$ cat src/rtl/regfile_write_arbiter_pkg.sv
// Shared widths and the register-file write bundle used by the arbiter and
// the writeback stage.
package regfile_write_arbiter_pkg;

  localparam int REG_IDX_W = 5;
  localparam int DATA_W    = 32;

  localparam logic [REG_IDX_W-1:0] REG_ZERO = 5'd0;

  typedef struct packed {
    logic                 en;
    logic [REG_IDX_W-1:0] addr;
    logic [DATA_W-1:0]    data;
  } rf_write_t;

endpackage

$ cat src/rtl/wb_pending_fifo.sv
// Small in-order queue of long-latency results with per-entry valid bits,
// address-based squash and a one-hot pending-register mask.
module wb_pending_fifo
  import regfile_write_arbiter_pkg::*;
#(
  parameter int DEPTH = 2,
  parameter int PTR_W = 1
) (
  input  logic                 clk,
  input  logic                 reset,
  input  logic                 enq,
  input  logic [REG_IDX_W-1:0] enq_reg,
  input  logic [DATA_W-1:0]    enq_data,
  input  logic                 deq,
  input  logic                 squash,
  input  logic [REG_IDX_W-1:0] squash_reg,
  output logic                 empty,
  output logic                 full,
  output logic                 head_valid,
  output logic [REG_IDX_W-1:0] head_reg,
  output logic [DATA_W-1:0]    head_data,
  output logic [31:0]          pending_mask
);

  logic [REG_IDX_W-1:0] reg_q  [DEPTH];
  logic [REG_IDX_W-1:0] reg_d  [DEPTH];
  logic [DATA_W-1:0]    data_q [DEPTH];
  logic [DATA_W-1:0]    data_d [DEPTH];
  logic [DEPTH-1:0]     valid_q, valid_d;
  logic [PTR_W-1:0]     rd_ptr_q, rd_ptr_d;
  logic [PTR_W-1:0]     wr_ptr_q, wr_ptr_d;
  logic [PTR_W:0]       count_q, count_d;
  logic                 enq_ok, deq_ok;

  assign empty      = (count_q == '0);
  assign full       = (count_q == (PTR_W+1)'(DEPTH));
  assign head_valid = valid_q[rd_ptr_q];
  assign head_reg   = reg_q[rd_ptr_q];
  assign head_data  = data_q[rd_ptr_q];
  assign enq_ok     = enq && !full;
  assign deq_ok     = deq && !empty;

  // Squash first so an incoming entry to the squashed register lands invalid.
  always_comb begin
    reg_d    = reg_q;
    data_d   = data_q;
    valid_d  = valid_q;
    rd_ptr_d = rd_ptr_q;
    wr_ptr_d = wr_ptr_q;
    count_d  = count_q;
    for (int i = 0; i < DEPTH; i++) begin
      if (squash && (reg_q[i] == squash_reg)) valid_d[i] = 1'b0;
    end
    if (deq_ok) begin
      valid_d[rd_ptr_q] = 1'b0;
      rd_ptr_d          = rd_ptr_q + PTR_W'(1);
    end
    if (enq_ok) begin
      reg_d[wr_ptr_q]   = enq_reg;
      data_d[wr_ptr_q]  = enq_data;
      valid_d[wr_ptr_q] = !(squash && (enq_reg == squash_reg));
      wr_ptr_d          = wr_ptr_q + PTR_W'(1);
    end
    case ({enq_ok, deq_ok})
      2'b10:   count_d = count_q + (PTR_W+1)'(1);
      2'b01:   count_d = count_q - (PTR_W+1)'(1);
      default: count_d = count_q;
    endcase
  end

  always_ff @(posedge clk or negedge reset) begin
    if (!reset) begin
      for (int i = 0; i < DEPTH; i++) begin
        reg_q[i]  <= REG_ZERO;
        data_q[i] <= '0;
      end
      valid_q  <= '0;
      rd_ptr_q <= '0;
      wr_ptr_q <= '0;
      count_q  <= '0;
    end else begin
      for (int i = 0; i < DEPTH; i++) begin
        reg_q[i]  <= reg_d[i];
        data_q[i] <= data_d[i];
      end
      valid_q  <= valid_d;
      rd_ptr_q <= rd_ptr_d;
      wr_ptr_q <= wr_ptr_d;
      count_q  <= count_d;
    end
  end

  always_comb begin
    pending_mask = '0;
    for (int i = 0; i < DEPTH; i++) begin
      if (valid_q[i]) pending_mask[reg_q[i]] = 1'b1;
    end
    pending_mask[0] = 1'b0;
  end

endmodule

$ cat src/rtl/regfile_write_arbiter.sv
// Sole driver of the register-file write port: pipeline writeback has absolute
// priority, queued long-latency results fill idle slots.
module regfile_write_arbiter
  import regfile_write_arbiter_pkg::*;
#(
  parameter int DEPTH = 2,
  parameter int PTR_W = 1
) (
  input  logic                 clk,
  input  logic                 reset,
  input  logic                 wb_RegWrite,
  input  logic [REG_IDX_W-1:0] wb_Write_register,
  input  logic [DATA_W-1:0]    wb_Write_data,
  input  logic                 lu_valid,
  output logic                 lu_ready,
  input  logic [REG_IDX_W-1:0] lu_Write_register,
  input  logic [DATA_W-1:0]    lu_Write_data,
  output logic                 RegWrite,
  output logic [REG_IDX_W-1:0] Write_register,
  output logic [DATA_W-1:0]    Write_data,
  output logic [31:0]          pending_mask,
  output logic                 stall_req
);

  rf_write_t            out_q, out_d;
  logic                 run_q, run_d;
  logic                 pipe_issue, enq, deq;
  logic                 fifo_empty, fifo_full, head_valid;
  logic [REG_IDX_W-1:0] head_reg;
  logic [DATA_W-1:0]    head_data;

  assign pipe_issue = wb_RegWrite && (wb_Write_register != REG_ZERO);
  assign enq        = lu_valid && lu_ready && (lu_Write_register != REG_ZERO);
  assign deq        = !pipe_issue && !fifo_empty;
  // run_q keeps lu_ready low until the first edge after reset release.
  assign lu_ready   = run_q && !fifo_full;
  assign stall_req  = fifo_full;

  wb_pending_fifo #(
    .DEPTH (DEPTH),
    .PTR_W (PTR_W)
  ) u_fifo (
    .clk          (clk),
    .reset        (reset),
    .enq          (enq),
    .enq_reg      (lu_Write_register),
    .enq_data     (lu_Write_data),
    .deq          (deq),
    .squash       (pipe_issue),
    .squash_reg   (wb_Write_register),
    .empty        (fifo_empty),
    .full         (fifo_full),
    .head_valid   (head_valid),
    .head_reg     (head_reg),
    .head_data    (head_data),
    .pending_mask (pending_mask)
  );

  // Invalid (squashed) heads still consume the drain slot but write nothing.
  always_comb begin
    run_d = 1'b1;
    out_d = '{en: 1'b0, addr: out_q.addr, data: out_q.data};
    if (pipe_issue) begin
      out_d = '{en: 1'b1, addr: wb_Write_register, data: wb_Write_data};
    end else if (!fifo_empty && head_valid) begin
      out_d = '{en: 1'b1, addr: head_reg, data: head_data};
    end
  end

  always_ff @(posedge clk or negedge reset) begin
    if (!reset) begin
      out_q <= '0;
      run_q <= 1'b0;
    end else begin
      out_q <= out_d;
      run_q <= run_d;
    end
  end

  assign RegWrite       = out_q.en;
  assign Write_register = out_q.addr;
  assign Write_data     = out_q.data;

endmodule

$ cat config.mk
export PLATFORM = sky130hd
export DESIGN_NAME = regfile_write_arbiter
export DESIGN_NICKNAME = d
export VERILOG_FILES = /design/src/rtl/regfile_write_arbiter_pkg.sv /design/src/rtl/wb_pending_fifo.sv /design/src/rtl/regfile_write_arbiter.sv
export SDC_FILE = /design/constraint.sdc
export NUM_CORES = 1
export LEC_CHECK = 0
export ABC_AREA = 1
export CORE_MARGIN = 1
export CORE_UTILIZATION = 30
export CTS_BUF_LIST = sky130_fd_sc_hd__clkbuf_8
export CTS_CLUSTER_DIAMETER = 120
export DETAILED_ROUTE_END_ITERATION = 8
export HOLD_SLACK_MARGIN = 0.02
export PLACE_DENSITY_LB_ADDON = 0.15
export REMOVE_ABC_BUFFERS = 1
export SYNTH_ARGS = -nofsm -noshare
export SYNTH_HDL_FRONTEND = slang
export SYNTH_SLANG_ARGS = --single-unit
export TNS_END_PERCENT = 10
$ cat constraint.sdc
create_clock -name clk -period 3.3 [get_ports clk]
set_input_delay 0.99 -clock clk [delete_from_list [all_inputs] [get_ports clk]]
set_output_delay 0.99 -clock clk [all_outputs]
set_load 0.005 [all_outputs]
==> impl_metrics.csv, run 1 <==
group,metric,value,unit
grt,grt_pass1_vias,5383,
clock_tree,path_clk_slew,70,ps
layout,num_antenna_cells,0,
sta,fin_worst_skew,11.3,ps
setup_path,critPathLaunchType,"flip-flop",
floorplanning,start_util,30.6,%
layout,syn2layout_area_growth,36.3,%
sta,rsz0062_at_grt,"true",
drt,top_layer,"met4",
synthesis,syn_inst,779,
placed_design,dpl-instance-area,7660,sq um
setup_path,worstPathRequired,2310,ps
clock_tree,cts_tree,"built",
floorplanning,io_pins,150,
clock_tree,hold_buffers,0,
pwr,p_leak,3.65,nW
floorplanning,rows,51,
drt,drt_first_iter_violations,274,
drt,ant_nets,0,
floorplanning,fp.dieW,143,um
run_status,outcome,"finished, final reports clean",
sta,setup_viol,0,
hold_path,hold_path_class,"primary input to asynchronous set/reset pin",
layout,ff_latch_area,2980,sq um
layout,finalInstanceArea,8090,sq um
drt,drc_errors,0,
placed_design,dp_hpwl,11900,um
sta,worst_slew_pin_slew,782,ps
setup_path,path_class,"flip-flop to output port",
clock_tree,clock-sinks,119,
job,drv_cap,0,
drt,routed_wl,17500,um
setup_path,reg2reg_depth,6,
sta,hold_viol,0,
setup_path,end_kind,"output port",
synthesis,yosysTopAreaCell,"dfrtp_1",
layout,fillCellCount,2051,
drt,vias,5541,
pwr,totalPowerFinal,6.49,mW
sta,finalMaxSlewViolations,0,
floorplanning,core-area,19400,sq um
layout,nets,1002,
drt,wl_met2,8170,um
synthesis,synth_cell_types,26,
synthesis,synthTopCellsByArea,"dfrtp_1 (50%), nand2_1 (20%), nand3_1 (7.2%)",
sta,slew_headroom,47.8,%
drt,via_per_inst,4.61,
floorplanning,die_y,143,um
layout,finalNonFillerCells,1201,
synthesis,netlist_area,5930,sq um
clock_tree,clock-root-buffer,"clkbuf_8",
clock_tree,clock_latency,450,ps
synthesis,yosysSeqAreaShare,50.2,%
clock_tree,cts_buffer_depth,2,
synthesis,synth.avg_cell_area,7.62,sq um
drt,first_pass_iters,5,
drt,wire_per_inst,14.6,um
clock_tree,cts_htree_levels,4,
synthesis,synth_warnings,0,
synthesis,async_flop_share,100,%
synthesis,ys.flop_type,"dfrtp_1",
grt,grt_pass1_wl,28300,um
drt,wl_met3,1060,um
placed_design,dpl.cell_count,1169,
grt,grt_max_degree,73,
synthesis,synth_edf_count,0,
setup_path,worstPathMaxFanout,8,
synthesis,ys_ff_latch,119,
layout,final_layout_size_suffix_gt1_share,7.69,%
clock_tree,cts_buffers,17,
setup_path,worst_ep_arrival_time,2250,ps
layout,multiInputGateArea,2530,sq um
sta,post-route-period-util,98.1,%
floorplanning,fp.dieArea,20300,sq um
grt,overflow,0,
grt,antenna_found_initial,0,
placed_design,io_buffer_count,148,
drt,wl_met1,8110,um
sta,min_period,3240,ps
pwr,peakVddDrop,0.283,mV
clock_tree,post_cts_buffers,0,
sta,fmax,0.309,GHz
grt,grt_util_all_layers,18.3,%
pwr,powerDensity,803,nW/um^2
placed_design,gp_congestion,0.834,
clock_tree,cts-resized-gates,0,
synthesis,synth_top_area_share,50.2,%
==> worst max-delay path, cell delays in order, from the launching register on <==
cell             delay [ps]
dfrtp_1                 400
inv_1                   120
nor3_2                  520
nand2_1                  90
o21ai_0                 120
clkdlybuf4s50_1         550
==> routing by layer <==
| metal | track usage [%] | vias to the layer above |
|---|---|---|
| li1 | - | 2773 |
| met5 | 0 | - |
| met3 | 5.06 | 14 |
| met1 | 23.5 | 2602 |
| met4 | 5.77 | 0 |
| met2 | 29.8 | 152 |
==> logic make-up after synthesis <==
logic type	synth area share, %
simple gates	30.4
flops	50.2
compound gates	9.70
buf+inv	7.78
xor+xnor	1.62
other cells	0.127
fa+ha+maj	0.211
==> final cells by class <==
| cell class | count | area share (%) |
|---|---|---|
| clock buffers | 19 | 3.23 |
| clock inverters | 13 | 1.59 |
| inverters | 59 | 2.74 |
| multi-input cells | 562 | 31.2 |
| flip-flops and latches | 119 | 36.8 |
| well taps | 265 | 4.10 |
| repair buffers | 164 | 20.2 |
==> power by group <==
group	switching, mW	total (mW)	internal, mW
logic	1.53	2.66	1.13
clock network	0.619	1.32	0.703
registers	0.384	2.51	2.12
total	2.54	6.49	3.96
==> synth_stat cells, types with 2 or more instances <==
cell        n
o21ai_0    67
buf_2       9
inv_1      52
buf_6       4
buf_4      14
dfrtp_1   119
xnor2_1     3
nand2_1   310
nand3_2     2
nand3_1    85
o21ai_1    43
nor3_1     10
xor2_1      8
nand2_2     3
nand4_1     5
inv_2       7
conb_1      2
nor2_1     17
clkbuf_1   12
==> stage by stage <==
| stage | worst slack [ps] | hold slack (ps) | TNS, ps | util [%] |
|---|---|---|---|---|
| detailed placement | 436 | 465 | 0 | 39.5 |
| CTS | 49.0 | 317 | 0 | 41.5 |
| finish | 62.9 | 344 | 0 | 41.7 |
| floorplan | 772 | 449 | 0 | - |
| global placement | 455 | 464 | 0 | 39.5 |
| global route | -108 | 305 | -784 | 41.7 |
==> state kept, by name, indices dropped and copies added, names as in the netlist <==
signal and cells:
RegWrite 1, Write_data 32, Write_register 5, run_q 1, u_fifo.count_q 2, u_fifo.data_q 64
u_fifo.rd_ptr_q 1, u_fifo.reg_q 10, u_fifo.valid_q 2, u_fifo.wr_ptr_q 1
==> cell usage in the layout, fill, tap and decap left out, types with 3 or more instances in the layout <==
cell type,synthesis,routed
clkdlybuf4s50_1,0,147
nor2_1,17,16
buf_4,14,14
dfrtp_1,119,118
nor3_1,10,4
nand4_1,5,5
clkinvlp_4,0,4
clkbuf_8,0,19
inv_1,52,52
nand2_2,3,3
xnor2_1,3,3
clkinv_2,0,6
inv_2,7,7
buf_12,0,3
xor2_1,8,8
o21ai_0,67,67
nand2_1,310,310
o21ai_1,43,43
nor3_2,1,7
nand3_1,85,85
==> path summary, 6_finish.rpt <==
| path | startpoint | to | slack [ps] |
|---|---|---|---|
| worst max-delay path | u_fifo.reg_q[6] | pending_mask[2] | 60 |
| worst min-delay path | reset | Write_data[29] | 340 |
| max in group asynchronous | reset | u_fifo.data_q[50] | 2370 |
| min in group clk | u_fifo.data_q[12] | u_fifo.data_q[12] | 480 |
| worst max register to register | u_fifo.valid_q[0] | Write_data[31] | 1600 |
| worst min register to register | u_fifo.data_q[12] | u_fifo.data_q[12] | 480 |
Note: power is estimated with default switching activity, not from simulation.
==> run 2, diff against run 1 <==
Settings changed: ABC_AREA 1 to default, GPL_TIMING_DRIVEN from default to 0.
==> run 2 against run 1 <==
  * Combinational power increased by 3%
  * Total power increased by 4.7%
  * First-iteration DRC count fell by 45%
  * Hold slack better by 51 ps
  * Clock power up 8%
  * Final cell count down 24%
  * Sequential power grew 5%
  * Largest cell class unchanged
==> impl_metrics.csv, run 2 <==
group,metric,value,unit
run_status,outcome,"finished, final reports clean",
sta,post-route-period-util,97.7,%
sta,slew_headroom,19.9,%
drt,ant_nets,0,
synthesis,synthTopCellsByArea,"dfrtp_1 (50%), mux2_2 (20%), mux2i_1 (6.2%)",
synthesis,ys.flop_type,"dfrtp_1",
layout,fin_util,41.6,%
synthesis,syn_inst,494,
synthesis,synth_warnings,0,
sta,hold_viol,0,
synthesis,netlist_area,5970,sq um
pwr,p_leak,3.14,nW
layout,final_cell_mix,"clkdlybuf4s50_1 (147), dfrtp_1 (112), mux2_2 (108)",
sta,fmax,0.310,GHz
sta,fin_worst_skew,9.53,ps
clock_tree,path_clk_slew,80,ps
floorplanning,fp.dieW,143,um
synthesis,async_flop_share,100,%
sta,setup_viol,0,
synthesis,synthAdderAreaFrac,0.210,%
synthesis,synth_xor_area_share,3.06,%
clock_tree,cts_buffer_depth,2,
floorplanning,io_pins,150,
synthesis,yosysTopAreaCell,"dfrtp_1",
clock_tree,hold_buffers,0,
setup_path,worstPathMaxFanout,7,
grt,grt_max_degree,97,
floorplanning,fp.dieArea,20500,sq um
synthesis,synthMuxAreaShare,27.1,%
pwr,powerDensity,839,nW/um^2
setup_path,end_kind,"output port",
drt,via_per_inst,4.76,
grt,grt_pass1_vias,4531,
pwr,totalPowerFinal,6.80,mW
layout,final_layout_size_suffix_gt1_share,26.8,%
setup_path,r2r_slack,900,ps
clock_tree,post_cts_buffers,0,
drt,drt_first_iter_violations,152,
placed_design,io_buffer_count,148,
synthesis,synthSimpleGateAreaFrac,8.53,%
floorplanning,core-area,19500,sq um
clock_tree,clock-root-buffer,"clkbuf_8",
synthesis,synth_common_cells,"dfrtp_1 (119), mux2_2 (108), nand2_1 (40), mux2i_1 (37), o21ai_0 (32)",
setup_path,worst_ep_arrival_time,2230,ps
synthesis,yosysSeqAreaShare,49.9,%
clock_tree,cts-resized-gates,0,
setup_path,r2r_start,"u_fifo.rd_ptr_q",
placed_design,gp_congestion,0.802,
layout,finalInstanceArea,8100,sq um
grt,grt_util_all_layers,15.3,%
setup_path,path_class,"flip-flop to output port",
layout,finalNonFillerCells,907,
setup_path,reg2reg_depth,5,
sta,worst_slew_pin_slew,1200,ps
setup_path,reg2reg_to,"Write_data[31]",
synthesis,synth_top_family_by_area,"multiplexers",
sta,finalMaxSlewViolations,0,
clock_tree,clock-sinks,119,
sta,min_period,3220,ps
drt,drc_errors,0,
synthesis,synth.avg_cell_area,12.1,sq um
synthesis,synth_edf_count,0,
placed_design,dp_hpwl,10300,um
grt,overflow,0,
sta,rsz0062_at_grt,"false",
placed_design,dpl-instance-area,7660,sq um
pwr,peakVddDrop,0.333,mV
hold_path,hold_path_class,"primary input to asynchronous set/reset pin",
synthesis,ys_ff_latch,119,
synthesis,synth_cell_types,39,
drt,vias,4318,
layout,syn2layout_area_growth,35.7,%
clock_tree,clock_latency,440,ps
layout,largest_reg_flops,64,
floorplanning,start_util,30.7,%
clock_tree,cts_tree,"built",
grt,grt_pass1_wl,23700,um
job,drv_cap,0,
clock_tree,cts_buffers,17,
synthesis,yosysMostFrequentCell,"dfrtp_1",
setup_path,worstPathRequired,2310,ps
setup_path,critPathLaunchType,"flip-flop",
drt,first_pass_iters,4,
synthesis,synth_top_area_share,49.9,%
floorplanning,rows,51,
layout,nets,708,
placed_design,dpl.cell_count,875,
floorplanning,die_y,143,um
drt,wire_per_inst,16.5,um
clock_tree,cts_htree_levels,4,
layout,layout_commonest_cell,"clkdlybuf4s50_1",
layout,num_antenna_cells,0,
grt,antenna_found_initial,1,
layout,regMostFlops,"u_fifo.data_q",
drt,routed_wl,14900,um
synthesis,synth_compound_area_share,7.44,%
-- run 2: changes by cell type after synthesis, moves of 9 or more --
cell and delta:
mux2_2 +108, o21ai_1 -33, o22ai_1 +31, nor3_1 -9, nand2_1 -270, mux2i_1 +37
nand3_1 -77, buf_4 -13, nor2_1 -11, inv_1 -51, o21ai_0 -35, xnor2_1 +9
nand3b_1 +9
-- run 2: final cells by class --
type / instances / area, sq um
clock buffer: 21 / 289
multi-input combinational: 338 / 2770
clock inverter: 11 / 145
sequential: 119 / 2990
fill: 1872 / 11400
inverter: 1 / 3.75
timing repair buffer: 152 / 1570
tap: 265 / 332
-- run 2: how the worst max path moves through the flow --
| stage | from | to | slack (ps) |
|---|---|---|---|
| 2_1_floorplan | wb_Write_register[1] | u_fifo.count_q[1] | 140 |
| 3_3_place_gp | reset | u_fifo.rd_ptr_q | -3500 |
| 3_5_place_dp | lu_Write_register[0] | u_fifo.data_q[25] | -100 |
| 4_1_cts | u_fifo.reg_q[9] | pending_mask[19] | 10 |
| 5_1_grt | u_fifo.reg_q[5] | pending_mask[4] | 10 |
| 6_report | u_fifo.reg_q[5] | pending_mask[4] | 80 |
-- run 2: stage by stage --
step | setup TNS [ps] | worst slack, ps | hold WS (ps)
after global routing | 0 | 14.2 | 366
final | 0 | 76.5 | 395
after CTS | 0 | 10.4 | 371
after floorplan | 0 | 140 | 460
after global placement | -460340 | -3500 | 475
after detailed placement | -4550 | -97.0 | 492
-- run 2: report_power, final --
group / switching [mW] / internal, mW / leakage [nW] / total [mW]
Combinational: 1.08 / 1.65 / 1.50 / 2.74
Clock: 0.599 / 0.828 / 0.226 / 1.43
Sequential: 0.514 / 2.12 / 1.42 / 2.63
-- run 2: kinds of logic after synthesis --
group	after synthesis
AOI/OAI and AO/OA	78
xor gates and xnor gates	20
adders and majority gates	1
buffers and inverters	37
DFF	119
muxes	147
other	2
and+or+nand+nor	90
-- run 2: worst max-delay path, cell delays in order (launching register included) --
cell	delay, ps
dfrtp_1	450
or3b_2	590
o22ai_1	230
clkdlybuf4s50_1	530
-- run 2: layer usage --
layer | vias to the layer above | routed length [um] | track usage, %
li1 | 2050 | - | -
met1 | 2085 | 6630 | 18.5
met2 | 165 | 6910 | 24.8
met3 | 18 | 1230 | 5.73
met4 | 0 | 170 | 5.77
met5 | - | 0 | 0
